$ cat src/rtl/control_multi_if.sv
// control_multi_if: opcode/handshake inputs and datapath control lines of the multi-cycle MIPS controller
interface control_multi_if;
    logic [5:0] opcode;
    logic       mem_ready;
    logic       pc_write;
    logic       pc_write_cond;
    logic       branch_ne;
    logic       i_or_d;
    logic       mem_read;
    logic       mem_write;
    logic       ir_write;
    logic       mem_to_reg;
    logic       reg_dst;
    logic       reg_write;
    logic       alu_src_a;
    logic [1:0] alu_src_b;
    logic [1:0] alu_op;
    logic [1:0] pc_source;
    logic       instr_done;
    logic       illegal_op;
    modport master (
        input  opcode, mem_ready,
        output pc_write, pc_write_cond, branch_ne, i_or_d, mem_read, mem_write, ir_write,
               mem_to_reg, reg_dst, reg_write, alu_src_a, alu_src_b, alu_op, pc_source,
               instr_done, illegal_op
    );
    modport slave (
        output opcode, mem_ready,
        input  pc_write, pc_write_cond, branch_ne, i_or_d, mem_read, mem_write, ir_write,
               mem_to_reg, reg_dst, reg_write, alu_src_a, alu_src_b, alu_op, pc_source,
               instr_done, illegal_op
    );
endinterface

$ cat src/rtl/control_multi.sv
// control_multi: multi-cycle MIPS control FSM driving a shared-memory datapath.
// Define CTRL_ILLEGAL_TRAP_EN to park in a sticky TRAP state on undefined opcodes (else they retire as NOPs).
module control_multi #(
    parameter logic [5:0] R_FORMAT = 6'd0,
    parameter logic [5:0] LW       = 6'd35,
    parameter logic [5:0] SW       = 6'd43,
    parameter logic [5:0] BEQ      = 6'd4,
    parameter logic [5:0] BNE      = 6'd5,
    parameter logic [5:0] ADDIU    = 6'd9,
    parameter logic [5:0] J        = 6'd2,
    parameter int         ST_W     = 4
) (
    input logic            clk,
    input logic            rst_n,
    control_multi_if.master bus
);
    typedef enum logic [ST_W-1:0] {
        FETCH, DECODE, MEM_ADDR, MEM_READ, MEM_WB, MEM_WRITE,
        R_EXEC, R_WB, ADDI_EXEC, ADDI_WB, BRANCH, JUMP
`ifdef CTRL_ILLEGAL_TRAP_EN
        , TRAP
`endif
    } state_t;
    state_t state, nxt;
    logic pc_write, pc_write_cond, branch_ne, i_or_d, mem_read, mem_write, ir_write;
    logic mem_to_reg, reg_dst, reg_write, alu_src_a, instr_done, illegal_op;
    logic [1:0] alu_src_b, alu_op, pc_source;
    logic is_mem, is_br, legal;
    assign is_mem = bus.opcode == LW || bus.opcode == SW;
    assign is_br  = bus.opcode == BEQ || bus.opcode == BNE;
    assign legal  = is_mem || is_br || bus.opcode == R_FORMAT || bus.opcode == J || bus.opcode == ADDIU;
    always_ff @(posedge clk or negedge rst_n)
        if (!rst_n) state <= FETCH;
        else        state <= nxt;
    always_comb begin
        nxt           = FETCH;
        pc_write      = 1'b0;
        pc_write_cond = 1'b0;
        branch_ne     = 1'b0;
        i_or_d        = 1'b0;
        mem_read      = 1'b0;
        mem_write     = 1'b0;
        ir_write      = 1'b0;
        mem_to_reg    = 1'b0;
        reg_dst       = 1'b0;
        reg_write     = 1'b0;
        alu_src_a     = 1'b0;
        alu_src_b     = 2'b00;
        alu_op        = 2'b00;
        pc_source     = 2'b00;
        instr_done    = 1'b0;
        illegal_op    = 1'b0;
        case (state)
            FETCH: begin
                mem_read  = 1'b1;
                alu_src_b = 2'b01;
                ir_write  = bus.mem_ready;
                pc_write  = bus.mem_ready;
                nxt       = bus.mem_ready ? DECODE : FETCH;
            end
            DECODE: begin
                alu_src_b = 2'b11;
                nxt = is_mem                 ? MEM_ADDR  :
                      bus.opcode == R_FORMAT ? R_EXEC    :
                      is_br                  ? BRANCH    :
                      bus.opcode == J        ? JUMP      :
                      bus.opcode == ADDIU    ? ADDI_EXEC :
`ifdef CTRL_ILLEGAL_TRAP_EN
                                               TRAP;
`else
                                               FETCH;
                instr_done = !legal;
`endif
            end
            MEM_ADDR: begin
                alu_src_a = 1'b1;
                alu_src_b = 2'b10;
                nxt       = bus.opcode == LW ? MEM_READ : MEM_WRITE;
            end
            MEM_READ: begin
                mem_read = 1'b1;
                i_or_d   = 1'b1;
                nxt      = bus.mem_ready ? MEM_WB : MEM_READ;
            end
            MEM_WB: begin
                reg_write  = 1'b1;
                mem_to_reg = 1'b1;
                instr_done = 1'b1;
            end
            MEM_WRITE: begin
                mem_write  = 1'b1;
                i_or_d     = 1'b1;
                instr_done = bus.mem_ready;
                nxt        = bus.mem_ready ? FETCH : MEM_WRITE;
            end
            R_EXEC: begin
                alu_src_a = 1'b1;
                alu_op    = 2'b10;
                nxt       = R_WB;
            end
            R_WB: begin
                reg_dst    = 1'b1;
                reg_write  = 1'b1;
                instr_done = 1'b1;
            end
            ADDI_EXEC: begin
                alu_src_a = 1'b1;
                alu_src_b = 2'b10;
                nxt       = ADDI_WB;
            end
            ADDI_WB: begin
                reg_write  = 1'b1;
                instr_done = 1'b1;
            end
            BRANCH: begin
                alu_src_a     = 1'b1;
                alu_op        = 2'b01;
                pc_write_cond = 1'b1;
                pc_source     = 2'b01;
                branch_ne     = bus.opcode == BNE;
                instr_done    = 1'b1;
            end
            JUMP: begin
                pc_write   = 1'b1;
                pc_source  = 2'b10;
                instr_done = 1'b1;
            end
`ifdef CTRL_ILLEGAL_TRAP_EN
            TRAP: begin
                illegal_op = 1'b1;
                nxt        = TRAP;
            end
`endif
            default: nxt = FETCH;
        endcase
    end
    // Reset must silence every strobe immediately, even though FETCH itself asserts a read.
    assign bus.pc_write      = rst_n & pc_write;
    assign bus.pc_write_cond = rst_n & pc_write_cond;
    assign bus.branch_ne     = rst_n & branch_ne;
    assign bus.i_or_d        = rst_n & i_or_d;
    assign bus.mem_read      = rst_n & mem_read;
    assign bus.mem_write     = rst_n & mem_write;
    assign bus.ir_write      = rst_n & ir_write;
    assign bus.mem_to_reg    = rst_n & mem_to_reg;
    assign bus.reg_dst       = rst_n & reg_dst;
    assign bus.reg_write     = rst_n & reg_write;
    assign bus.alu_src_a     = rst_n & alu_src_a;
    assign bus.alu_src_b     = rst_n ? alu_src_b : 2'b00;
    assign bus.alu_op        = rst_n ? alu_op : 2'b00;
    assign bus.pc_source     = rst_n ? pc_source : 2'b00;
    assign bus.instr_done    = rst_n & instr_done;
    assign bus.illegal_op    = rst_n & illegal_op;
endmodule
$ cat src/flat_wrapper.sv
// flat-port wrapper written by rule: the top's interface ports become plain ports
module control_multi_flat 
#(
    parameter logic [5:0] R_FORMAT = 6'd0,
    parameter logic [5:0] LW       = 6'd35,
    parameter logic [5:0] SW       = 6'd43,
    parameter logic [5:0] BEQ      = 6'd4,
    parameter logic [5:0] BNE      = 6'd5,
    parameter logic [5:0] ADDIU    = 6'd9,
    parameter logic [5:0] J        = 6'd2,
    parameter int         ST_W     = 4
)
  (clk, rst_n, bus_opcode, bus_mem_ready, bus_pc_write, bus_pc_write_cond, bus_branch_ne, bus_i_or_d, bus_mem_read, bus_mem_write, bus_ir_write, bus_mem_to_reg, bus_reg_dst, bus_reg_write, bus_alu_src_a, bus_alu_src_b, bus_alu_op, bus_pc_source, bus_instr_done, bus_illegal_op);
  control_multi_if bus_i ();
  input logic clk;
  input logic rst_n;
  input wire logic [$bits(bus_i.opcode)-1:0] bus_opcode;
  input wire logic [$bits(bus_i.mem_ready)-1:0] bus_mem_ready;
  output wire logic [$bits(bus_i.pc_write)-1:0] bus_pc_write;
  output wire logic [$bits(bus_i.pc_write_cond)-1:0] bus_pc_write_cond;
  output wire logic [$bits(bus_i.branch_ne)-1:0] bus_branch_ne;
  output wire logic [$bits(bus_i.i_or_d)-1:0] bus_i_or_d;
  output wire logic [$bits(bus_i.mem_read)-1:0] bus_mem_read;
  output wire logic [$bits(bus_i.mem_write)-1:0] bus_mem_write;
  output wire logic [$bits(bus_i.ir_write)-1:0] bus_ir_write;
  output wire logic [$bits(bus_i.mem_to_reg)-1:0] bus_mem_to_reg;
  output wire logic [$bits(bus_i.reg_dst)-1:0] bus_reg_dst;
  output wire logic [$bits(bus_i.reg_write)-1:0] bus_reg_write;
  output wire logic [$bits(bus_i.alu_src_a)-1:0] bus_alu_src_a;
  output wire logic [$bits(bus_i.alu_src_b)-1:0] bus_alu_src_b;
  output wire logic [$bits(bus_i.alu_op)-1:0] bus_alu_op;
  output wire logic [$bits(bus_i.pc_source)-1:0] bus_pc_source;
  output wire logic [$bits(bus_i.instr_done)-1:0] bus_instr_done;
  output wire logic [$bits(bus_i.illegal_op)-1:0] bus_illegal_op;
  assign bus_i.opcode = bus_opcode;
  assign bus_i.mem_ready = bus_mem_ready;
  assign bus_pc_write = bus_i.pc_write;
  assign bus_pc_write_cond = bus_i.pc_write_cond;
  assign bus_branch_ne = bus_i.branch_ne;
  assign bus_i_or_d = bus_i.i_or_d;
  assign bus_mem_read = bus_i.mem_read;
  assign bus_mem_write = bus_i.mem_write;
  assign bus_ir_write = bus_i.ir_write;
  assign bus_mem_to_reg = bus_i.mem_to_reg;
  assign bus_reg_dst = bus_i.reg_dst;
  assign bus_reg_write = bus_i.reg_write;
  assign bus_alu_src_a = bus_i.alu_src_a;
  assign bus_alu_src_b = bus_i.alu_src_b;
  assign bus_alu_op = bus_i.alu_op;
  assign bus_pc_source = bus_i.pc_source;
  assign bus_instr_done = bus_i.instr_done;
  assign bus_illegal_op = bus_i.illegal_op;
  control_multi #(.R_FORMAT(R_FORMAT), .LW(LW), .SW(SW), .BEQ(BEQ), .BNE(BNE), .ADDIU(ADDIU), .J(J), .ST_W(ST_W)) u_core (.clk(clk), .rst_n(rst_n), .bus(bus_i));
endmodule
$ cat config.mk
export PLATFORM = sky130hd
export DESIGN_NAME = control_multi_flat
export DESIGN_NICKNAME = d
export VERILOG_FILES = /design/src/rtl/control_multi_if.sv /design/src/rtl/control_multi.sv /design/src/flat_wrapper.sv
export SDC_FILE = /design/constraint.sdc
export NUM_CORES = 1
export LEC_CHECK = 0
export ABC_AREA = 1
export BUFFER_PORTS_ARGS = -buffer_cell sky130_fd_sc_hd__clkbuf_2
export CORE_MARGIN = 4
export CORE_UTILIZATION = 35
export CTS_CLUSTER_DIAMETER = 120
export CTS_CLUSTER_SIZE = 30
export DETAILED_ROUTE_END_ITERATION = 12
export PLACE_DENSITY = 0.76
export SKIP_CTS_REPAIR_TIMING = 1
export SLEW_MARGIN = 40
export SYNTH_ARGS = -nofsm -noshare
export SYNTH_HDL_FRONTEND = slang
export SYNTH_SLANG_ARGS = --single-unit
$ cat constraint.sdc
create_clock -name clk -period 1.44 [get_ports clk]
set_input_delay 0.144 -clock clk [delete_from_list [all_inputs] [get_ports clk]]
set_output_delay 0.144 -clock clk [all_outputs]
set_load 0.01 [all_outputs]
After elaboration in Yosys (flattened, before gate mapping):

Cells that the tools add are included.

* bits of input ports: 9
* register bits: 4
* output and inout bits: 19

* bitwise operators: 12
* reduce and logical (&&, ||, !) cells: 15
* muxes and demuxes: 28
* eq/ne operators: 17

Operator list (number)
* 4-bit one-hot mux with 7 select lines: 1
* 4-bit 2-to-1 mux: 5
* 4-bit by 3-bit == test with 1-bit output, second input constant: 4
* 4-bit == test, second input constant: 4
* 1-bit AND: 12
* 6-bit by 3-bit == test with 1-bit output, second input constant: 2
* 6-bit == test, second input constant: 2
* 1-bit 2-to-1 mux: 11
* 3-bit 2-to-1 mux: 3
* 4-bit by 2-bit == test with 1-bit output, second input constant: 2
* 2-bit one-hot mux with 2 select lines: 2
* 6-bit by 2-bit == test with 1-bit output, second input constant: 1
* 6-bit by 4-bit == test with 1-bit output, second input constant: 1
* 6-bit logical NOT: 1
* 1-bit logical OR: 6
* 2-bit 2-to-1 mux: 3
* 2-bit one-hot mux with 3 select lines: 1
* 2-bit OR reduction: 3
* 5-bit OR reduction: 1
* 4-bit by 1-bit == test with 1-bit output, second input constant: 1
* 4-bit logical NOT: 1
* 4-bit OR reduction: 1
* 1-bit one-hot mux with 3 select lines: 1
* 3-bit OR reduction: 1
* other kinds (2): 2

Depth between registers and ports, before layout:

Gate-level depths: netlist of the first run.

* depth in word-level cells: 9
* depth in mapped cells: 7
* gate-level depth less buffers: 7

Least setup slack after synthesis of the first run:

Ideal clock, no wire load.

* path kind: flip-flop to output port
* start point: register u_core.state[2]
* end point: output bus_pc_source[0]
* stages on the path, launching flop included: 5
* buffers on the path: 1
* arrival: 1060 ps
* setup slack: 236 ps
* path through: dfrtp_1 nor2_2 nand2_1 nor2_1 buf_4

* longest elaborated chain between the ends: 3
* elaborated cells between the ends (all ways): 4

Ends and longest elaborated chain
* from (decl): RTL line control_multi.sv:24 `state_t state, nxt;`
* from (signal assigned): RTL line control_multi.sv:34 `else state <= nxt;`
* 4-bit == test: RTL line control_multi.sv:53 `case (state)`
* 2-bit one-hot mux with 2 select lines (*): RTL line control_multi.sv:53
* 2-bit 2-to-1 mux (*): RTL line control_multi.sv:151 `assign bus.pc_source = rst_n ? pc_source : 2'b00;`
* to (decl): RTL line flat_wrapper.sv:32 `output wire logic [$bits(bus_i.pc_source)-1:0] bus_pc_source;`

Every way passes the cells marked *; elsewhere a longest branch is shown, timed or not.

Worst setup path in the final report of the first run:

* start point: register u_core.state[2]
* end point: output bus_instr_done

* longest elaborated chain between the ends: 4
* elaborated cells between the ends (all ways): 10

Ends and longest elaborated chain
* 4-bit by 3-bit == test with 1-bit output / 4-bit == test (equally long branches): RTL line control_multi.sv:53
* 5-bit OR reduction (no line)
* 1-bit one-hot mux with 3 select lines (*): RTL line control_multi.sv:53
* 1-bit AND (*): RTL line control_multi.sv:152 `assign bus.instr_done = rst_n & instr_done;`
* to (decl): RTL line flat_wrapper.sv:33 `output wire logic [$bits(bus_i.instr_done)-1:0] bus_instr_done;`

Marked as above.

==> impl_metrics.py, run 1 <==
metrics = {
    "clocking": {
        "clkLatencyLatePin_ps": 230,
        "clock-root-buffer": "clkbuf_4",
        "cts_max_path_buffers": 2,
        "htree_levels": 1,
        "cts_made_buffers": 3,
        "clk_pin_slew_worst_paths_ps": 30,
        "clkSinkCount": 4,
        "cts_tree": "built",
    },
    "yosys": {
        "synth_edf_count": 0,
        "netlist_area_um2": 556,
        "synth-simple-area-share_pct": 52.7,
        "synth_common_cells": "nor2_1, inv_1, nand2_1",
        "synthAdderAreaFrac_pct": 0,
        "synth-xor-area-share_pct": 0,
        "yosys.area.top_type": "dfrtp_1",
        "async_flop_share_pct": 100,
        "yosysTopAreaCellShare_pct": 18.0,
        "synthFlopType": "dfrtp_1",
        "synth_top_family_by_area": "simple AND/OR/NAND/NOR gates",
        "synth_compound_area_share_pct": 11.3,
        "seq_area_frac_synth_pct": 18.0,
        "synth_nets": 111,
        "synth_area_per_cell_um2": 5.45,
        "ys_warn_count": 0,
        "synth_area_leaders": "dfrtp_1, nor2_1, nand3_1, inv_1, nand2_1",
        "yosysUniqueCellTypes": 19,
        "synth_seq_cells": 4,
        "yosysMostFrequentCell": "nor2_1",
        "synth.area.mux_share_pct": 1.80,
        "synth_cells": 102,
    },
    "layout": {
        "drive_gt1_share_pct": 42.0,
        "synthToLayoutAreaGrowth_pct": 39.9,
        "num_antenna_cells": 0,
        "final_area_um2": 777,
        "layout.nets": 142,
        "regMostFlops": "u_core.state",
        "largest_register_ffs": 4,
        "stdcell_count": 147,
        "reg_top3": "u_core.state: 4 flops",
        "num-fill-cells": 164,
        "final_core_util_pct": 51.6,
    },
    "worst_setup_path": {
        "slowest_delay_ps": 440,
        "end_kind": "output pin",
        "reg2reg_depth": 7,
        "critical_path.cell_chain": "inv_2, nand2_4, nor2_4, nand3_2, nor2_2, nor2_1, nor2_1, buf_2",
        "critPathSlowestCell": "dfrtp_2",
        "start_kind": "flop",
        "r2r-start": "u_core.state[2]$_DFF_PN0_",
        "worst-setup-path-type": "flop to output pin",
        "path_delay_family": "simple AND/OR/NAND/NOR gates",
        "r2r_slack_ps": 230,
        "r2r-end": "u_core.state[2]$_DFF_PN0_",
        "crit_fanout": 4,
        "crit_buf_inv": 2,
        "crit_top_cell": "nor2_1",
        "worstPathArrival_ps": 1390,
        "worstPathRequired_ps": 1300,
    },
    "power": {
        "vdd_drop_max_mv": 0.432,
        "p_total_mw": 0.809,
        "p_per_area_nw_per_um2": 1040,
        "p_int_mw": 0.427,
        "p_leak_nw": 0.467,
        "combinationalPowerShare_pct": 60.9,
        "seqPwrFrac_pct": 22.8,
        "switching_share_pct": 47.2,
        "p_switching_mw": 0.382,
        "clock_power_share_pct": 16.4,
    },
    "drt": {
        "route.antenna.remaining_nets": 0,
        "wire_per_inst_um": 10.6,
        "vias": 743,
        "post-route-drc-count": 0,
        "dr.pass1.iters": 5,
        "drt_iter0_markers": 7,
        "vias_per_cell": 5.05,
        "routed_wl_um": 1560,
    },
    "sta": {
        "skew_ps": 3.13,
        "final.setup.tns_ps": -372,
        "fmax_mhz": 650,
        "fin_crit_sh_pct": 107,
        "rsz0062_at_grt": "true",
        "hold_viol_final": 0,
        "setup_viol": 6,
        "fin_ws_ps": -97.8,
        "slew_violations": 0,
        "layout_min_cycle_time_ps": 1540,
    },
    "floorplan": {
        "die_h_um": 47.8,
        "fp.coreArea_um2": 1510,
        "pin_count": 28,
        "die-area_um2": 2290,
        "die_x_um": 47.8,
        "row_count": 14,
        "start_util_pct": 36.9,
    },
    "outcome": {
        "status": "complete, but fails checks",
        "violations": "negative setup slack",
    },
    "place": {
        "numPortBuffers": 26,
        "dp.cells": 142,
        "place_congestion": 0.860,
        "place_area_um2": 694,
        "dp_hpwl_um": 1250,
    },
    "worst_hold_path": {
        "hp-class": "primary input to flop",
        "hp-start": "bus_opcode[3]",
        "whs_endpoint": "u_core.state[2]$_DFF_PN0_",
        "holdPathStages": 3,
    },
    "global_routing": {
        "grt_antenna_before_repair": 0,
        "track_usage_pct": 14.4,
        "overflow": 0,
        "grt_max_degree": 17,
        "grt_pass1_wl_um": 2330,
        "grt_pass1_vias": 616,
    },
    "flow_run": {
        "max_cap_violations": 0,
    },
}
## per-layer routing
| metal | vias up | wire [um] | track usage, % |
|---|---|---|---|
| met2 | 25 | 847 | 26.6 |
| met4 | 0 | 12 | 8.06 |
| met3 | 2 | 97 | 2.26 |
| li1 | 381 | - | - |
| met5 | - | 0 | 0 |
| met1 | 335 | 604 | 15.1 |
## logic make-up after synthesis
group                  count (synthesis)
and+or+nand+nor                       63
buffers and inverters                 21
AOI/OAI and AO/OA                     12
DFF                                    4
muxes                                  1
other                                  1
## power groups by stage
stage	clock network [mW]	registers [mW]	logic, mW
2_1_floorplan	0	0.161	0.296
3_3_place_gp	0	0.163	0.435
3_5_place_dp	0	0.165	0.439
4_1_cts	0.139	0.164	0.442
5_1_grt	0.152	0.188	0.549
6_report	0.132	0.184	0.492
## layout by cell type, fill, tap and decap left out, drive strengths merged
cell type / instances
a211oi: 1
a21oi: 6
buf: 8
clkbuf: 23
conb: 1
dfrtp: 4
dlygate4sd3: 1
inv: 18
mux2i: 1
nand2: 18
nand3: 13
nand4: 3
nor2: 25
nor3: 4
o21ai: 5
## how the worst max path moves through the flow
stage,depth (start not counted),slack [ps],from,endpoint
3_5_place_dp,7,90,u_core.state[0]$_DFF_PN0_,bus_instr_done
2_1_floorplan,4,240,u_core.state[2]$_DFF_PN0_,bus_pc_source[0]
3_3_place_gp,7,130,u_core.state[0]$_DFF_PN0_,bus_instr_done
4_1_cts,7,-160,u_core.state[1]$_DFF_PN0_,bus_instr_done
6_report,8,-100,u_core.state[2]$_DFF_PN0_,bus_instr_done
5_1_grt,8,-210,u_core.state[2]$_DFF_PN0_,bus_instr_done
## cell type report
type	instances	area, um2	share of cell area (%)
multi-input cells	77	408	52.5
repair buffers	29	155	20.0
flip-flops and latches	4	104	13.4
inverters	18	67.6	8.70
clock buffers	3	22.5	2.90
well taps	16	20.0	2.58
## worst register-to-register path, cell delays in order (launching register included)
cell     delay [ps]
dfrtp_2         440
nand2_2         110
inv_2            60
buf_4           130
nand2_2          90
mux2i_1          80
nor2_1          100
nand3_1          80
## stage by stage
stage                     hold slack (ps)  setup WS, ps
after floorplan                      -152           236
after global placement              -38.7           129
after detailed placement            -36.2          93.0
final                                 250         -97.8
after CTS                            -283          -161
after global routing                  257          -205
(Power assumes the default switching activity.)
==> inputs of run 2 (changes only) <==
--- a/config.mk
+++ b/config.mk
@@ -9,10 +9,11 @@
 export BUFFER_PORTS_ARGS = -buffer_cell sky130_fd_sc_hd__clkbuf_2
 export CORE_MARGIN = 4
 export CORE_UTILIZATION = 35
+export CTS_BUF_LIST = sky130_fd_sc_hd__clkbuf_8
 export CTS_CLUSTER_DIAMETER = 120
 export CTS_CLUSTER_SIZE = 30
 export DETAILED_ROUTE_END_ITERATION = 12
-export PLACE_DENSITY = 0.76
+export PLACE_DENSITY_LB_ADDON = 0.08
 export SKIP_CTS_REPAIR_TIMING = 1
 export SLEW_MARGIN = 40
 export SYNTH_ARGS = -nofsm -noshare
==> impl_metrics.py, run 2 (synthesis results as in run 1) <==
metrics = {
    "outcome": {
        "status": "complete, but fails checks",
        "violations": "negative setup slack",
    },
    "sta": {
        "rsz0062_at_grt": "true",
        "skew_ps": 0.0144,
        "slew_violations": 0,
        "fmax_mhz": 656,
        "layout_min_cycle_time_ps": 1520,
        "fin_crit_sh_pct": 106,
        "fin_ws_ps": -84.5,
        "setup_viol": 6,
        "hold_viol_final": 0,
    },
    "drt": {
        "routed_wl_um": 1700,
        "drt_iter0_markers": 13,
        "route.antenna.remaining_nets": 0,
        "wire_per_inst_um": 11.3,
        "vias_per_cell": 5.05,
        "post-route-drc-count": 0,
        "vias": 758,
        "dr.pass1.iters": 4,
    },
    "global_routing": {
        "grt_max_degree": 17,
        "track_usage_pct": 15.1,
        "grt_pass1_vias": 638,
        "grt_pass1_wl_um": 2410,
        "grt_antenna_before_repair": 0,
        "overflow": 0,
    },
    "worst_setup_path": {
        "crit_fanout": 4,
        "start_kind": "flop",
        "r2r-end": "u_core.state[1]$_DFF_PN0_",
        "crit_top_cell": "nor2_1",
        "path_delay_family": "flip-flops",
        "critPathSlowestCell": "dfrtp_2",
        "r2r_slack_ps": 270,
        "r2r-start": "u_core.state[0]$_DFF_PN0_",
        "worst-setup-path-type": "flop to output pin",
        "critical_path.cell_chain": "nand2_2, inv_1, o21ai_2, nand3_1, nor2_1, nor2_1, buf_2",
        "worstPathRequired_ps": 1300,
        "worstPathArrival_ps": 1380,
        "reg2reg_depth": 6,
        "setup.worst_path.start": "u_core.state[0]$_DFF_PN0_",
        "crit_buf_inv": 2,
        "slowest_delay_ps": 460,
        "end_kind": "output pin",
    },
    "layout": {
        "num_antenna_cells": 0,
        "drive_gt1_share_pct": 44.8,
        "regMostFlops": "u_core.state",
        "multi_input_area_um2": 418,
        "layout_common_cells": "clkbuf_2, nor2_1, inv_1, nand3_1, nand2_1",
        "layout.nets": 145,
        "final_common_cell": "clkbuf_2",
        "num-fill-cells": 180,
        "final_core_util_pct": 55.1,
        "stdcell_count": 150,
        "final_area_um2": 831,
        "reg_top3": "u_core.state: 4 flops",
        "synthToLayoutAreaGrowth_pct": 49.5,
        "largest_register_ffs": 4,
        "regArea_um2": 104,
    },
    "floorplan": {
        "fp.coreArea_um2": 1510,
        "die_h_um": 47.8,
        "start_util_pct": 36.9,
        "row_count": 14,
        "die_x_um": 47.8,
        "die-area_um2": 2290,
        "pin_count": 28,
    },
    "power": {
        "p_per_area_nw_per_um2": 1170,
        "p_leak_nw": 0.483,
        "vdd_drop_max_mv": 0.464,
    },
    "place": {
        "place_congestion": 0.761,
        "dp_hpwl_um": 1260,
        "numPortBuffers": 26,
        "place_area_um2": 702,
        "dp.cells": 143,
    },
    "clocking": {
        "clkLatencyLatePin_ps": 220,
        "htree_levels": 1,
        "cts_tree": "built",
        "clk_pin_slew_worst_paths_ps": 30,
        "cts_made_buffers": 3,
        "clkSinkCount": 4,
        "clock-root-buffer": "clkbuf_8",
        "cts_max_path_buffers": 2,
    },
    "flow_run": {
        "max_cap_violations": 0,
    },
    "worst_hold_path": {
        "holdPathStages": 3,
        "hp-class": "primary input to flop",
        "whs_endpoint": "u_core.state[2]$_DFF_PN0_",
        "hp-start": "bus_opcode[3]",
    },
}
==> run 2: changes by cell type in the layout (fill, tap and decap cells not counted), sizes merged <==
| cell | delta |
|---|---|
| clkbuf | +2 |
| buf | +1 |
==> run 2: power by group <==
part | total, mW | internal, mW | switching, mW
Clock | 0.239 | 0.178 | 0.0610
Combinational | 0.531 | 0.213 | 0.318
Sequential | 0.199 | 0.142 | 0.0568
Total | 0.969 | 0.533 | 0.435
==> run 2: layer usage <==
layer	vias up	routed length (um)	GRT usage (%)
met5	-	0	0
li1	391	-	-
met1	340	653	16.4
met4	0	27	11.3
met2	24	911	25.9
met3	3	110	2.26
==> run 2: worst max path at each step <==
stage	endpoint	slack [ps]	depth (start not counted)
finish	bus_instr_done	-80	7
global route	bus_instr_done	-200	8
CTS	bus_alu_src_a	-140	6
detailed placement	bus_alu_src_a	100	6
global placement	bus_alu_src_a	90	6
floorplan	bus_pc_source[0]	240	4
==> run 2: metrics by stage <==
step / total power [mW] / setup slack, ps / TNS [ps] / hold slack, ps
6_report: 0.969 / -84.5 / -285 / 261
5_1_grt: 1.04 / -195 / -1190 / 305
4_1_cts: 0.853 / -139 / -585 / -266
3_5_place_dp: 0.610 / 98.1 / 0 / -36.9
3_3_place_gp: 0.609 / 93.7 / 0 / -31.0
2_1_floorplan: 0.457 / 236 / 0 / -152
==> run 2: area by class of cell <==
type                    count  share of cell area (%)
multi-input cells          77                    50.3
repair buffers             32                    21.4
well taps                  16                    2.41
clock buffers               3                    4.97
inverters                  18                    8.43
flip-flops and latches      4                    12.5
==> run 2: worst register-to-register path, delay by kind of cell (launching register included) <==
family	cells	cell delay [ps]
flops	1	460
simple gates	3	280
compound gates	2	240
buf+inv	1	70
==> inputs of run 3 (changes only) <==
--- a/config.mk
+++ b/config.mk
@@ -14,7 +14,6 @@
 export CTS_CLUSTER_SIZE = 30
 export DETAILED_ROUTE_END_ITERATION = 12
 export PLACE_DENSITY_LB_ADDON = 0.08
-export SKIP_CTS_REPAIR_TIMING = 1
 export SLEW_MARGIN = 40
 export SYNTH_ARGS = -nofsm -noshare
 export SYNTH_HDL_FRONTEND = slang
==> impl_metrics.py, run 3 (synthesis results as in run 1) <==
metrics = {
    "floorplan": {
        "pin_count": 28,
        "row_count": 14,
        "die_h_um": 47.8,
        "start_util_pct": 36.9,
        "die-area_um2": 2290,
        "fp.coreArea_um2": 1510,
        "die_x_um": 47.8,
    },
    "global_routing": {
        "grt_antenna_before_repair": 0,
        "overflow": 0,
        "grt_pass1_vias": 679,
        "grt_pass1_wl_um": 2640,
        "track_usage_pct": 16.4,
        "grt_max_degree": 17,
    },
    "place": {
        "dp_slack_ps": 98.1,
        "place_area_um2": 702,
        "dp_hpwl_um": 1260,
        "numPortBuffers": 26,
        "place_congestion": 0.761,
    },
    "layout": {
        "num-fill-cells": 178,
        "regMostFlops": "u_core.state",
        "layout.nets": 147,
        "final_area_um2": 842,
        "num_antenna_cells": 0,
        "final_common_cell": "clkbuf_2",
        "drive_gt1_share_pct": 43.4,
        "layout_common_cells": "clkbuf_2, nor2_1, nand2_1",
        "largest_register_ffs": 4,
        "multi_input_area_um2": 413,
        "reg_top3": "u_core.state: 4 flops",
        "synthToLayoutAreaGrowth_pct": 51.6,
        "regArea_um2": 104,
    },
    "worst_setup_path": {
        "crit_top_cell": "nor2_1",
        "start_kind": "flop",
        "end_kind": "output pin",
        "critical_path.cell_chain": "inv_2, nand2_4, nor2_4, nand3_2, nor2_2, nor2_1, nor2_1, buf_2",
        "critPathSlowestCell": "dfrtp_2",
        "worstPathArrival_ps": 1400,
        "worst-setup-path-type": "flop to output pin",
        "crit_fanout": 4,
        "slowest_delay_ps": 440,
        "worstPathRequired_ps": 1300,
    },
    "sta": {
        "fin_ws_ps": -106,
        "whs_ps": 259,
        "setup_viol": 5,
        "final.setup.tns_ps": -336,
        "skew_ps": 0.906,
        "layout_min_cycle_time_ps": 1550,
        "hold_viol_final": 0,
        "fmax_mhz": 647,
        "slew_violations": 0,
        "rsz0062_at_grt": "true",
        "fin_crit_sh_pct": 107,
    },
    "clocking": {
        "clkSinkCount": 4,
        "clk_pin_slew_worst_paths_ps": 30,
        "clock-root-buffer": "clkbuf_8",
        "htree_levels": 1,
        "cts_made_buffers": 3,
        "clkLatencyLatePin_ps": 220,
        "cts_tree": "built",
        "cts_max_path_buffers": 2,
    },
    "drt": {
        "drt_iter0_markers": 23,
        "routed_wl_um": 1760,
        "vias": 798,
        "post-route-drc-count": 0,
        "dr.pass1.iters": 4,
        "route.antenna.remaining_nets": 0,
        "vias_per_cell": 5.25,
        "wire_per_inst_um": 11.6,
    },
    "power": {
        "vdd_drop_max_mv": 0.515,
        "p_per_area_nw_per_um2": 1210,
        "p_total_mw": 1.02,
        "p_leak_nw": 0.505,
    },
    "outcome": {
        "violations": "negative setup slack",
        "status": "complete, but fails checks",
    },
    "worst_hold_path": {
        "hp-class": "primary input to flop",
    },
    "flow_run": {
        "max_cap_violations": 0,
    },
}
==> run 3: cell count changes in the layout (fill, tap and decap cells not counted), moves of 2 or more <==
| cell | change |
|---|---|
| nand2_2 | -5 |
| nand2_1 | +4 |
| buf_2 | +2 |
| clkbuf_2 | -2 |
| inv_2 | +2 |
==> run 3: critical path: cells and delay by family (launching register included) <==
family | cells | cell delay (ps)
simple gates | 6 | 480
buf+inv | 2 | 250
flops | 1 | 440
==> run 3: timing repair <==
action / CTS / global route
resized for setup: 11 / 17
endpoints found under the hold margin: 4 / 0
cloned: 0 / 0
setup endpoints to repair: 10 / 13
pin swaps: 3 / 1
buffers inserted: 1 / 4
hold buffers: 1 / 0
==> run 3: area by class of cell <==
cell class,count,area share [%]
multi-input combinational,77,49.0
tap,16,2.38
inverter,18,8.02
sequential,4,12.3
clock buffer,3,4.90
timing repair buffer,34,23.3
==> run 3: power by group <==
group	internal (mW)	total, mW	switching [mW]
sequential	0.142	0.193	0.0516
combinational	0.247	0.585	0.338
clock	0.179	0.243	0.0644
==> run 3: per-stage QoR <==
step | cells | util [%]
floorplan | 102 | -
global placement | 143 | 46.6
detailed placement | 143 | 46.6
CTS | 148 | 52.2
global route | 152 | 55.9
finish | 152 | 55.9
==> run 3: worst paths after layout <==
path | to | cells after the start | from | slack (ps)
max | bus_instr_done | 8 | u_core.state[1]$_DFF_PN0_ | -110
min | u_core.state[2]$_DFF_PN0_ | 3 | bus_opcode[3] | 260
max reg2reg | u_core.state[0]$_DFF_PN0_ | 8 | u_core.state[1]$_DFF_PN0_ | 110
min reg2reg | u_core.state[3]$_DFF_PN0_ | 3 | u_core.state[2]$_DFF_PN0_ | 650
max in group asynchronous | u_core.state[2]$_DFF_PN0_ | 2 | rst_n | 940
min in group asynchronous | u_core.state[1]$_DFF_PN0_ | 2 | rst_n | 320
==> run 3: metal layers <==
| layer | routed length [um] | GRT usage [%] | vias to the layer above | part of all wire, % |
|---|---|---|---|---|
| li1 | - | - | 395 | - |
| met1 | 680 | 18.0 | 368 | 39 |
| met2 | 935 | 29.0 | 30 | 53 |
| met3 | 113 | 1.88 | 5 | 6.4 |
| met4 | 34 | 10.8 | 0 | 1.9 |
| met5 | 0 | 0 | - | 0 |
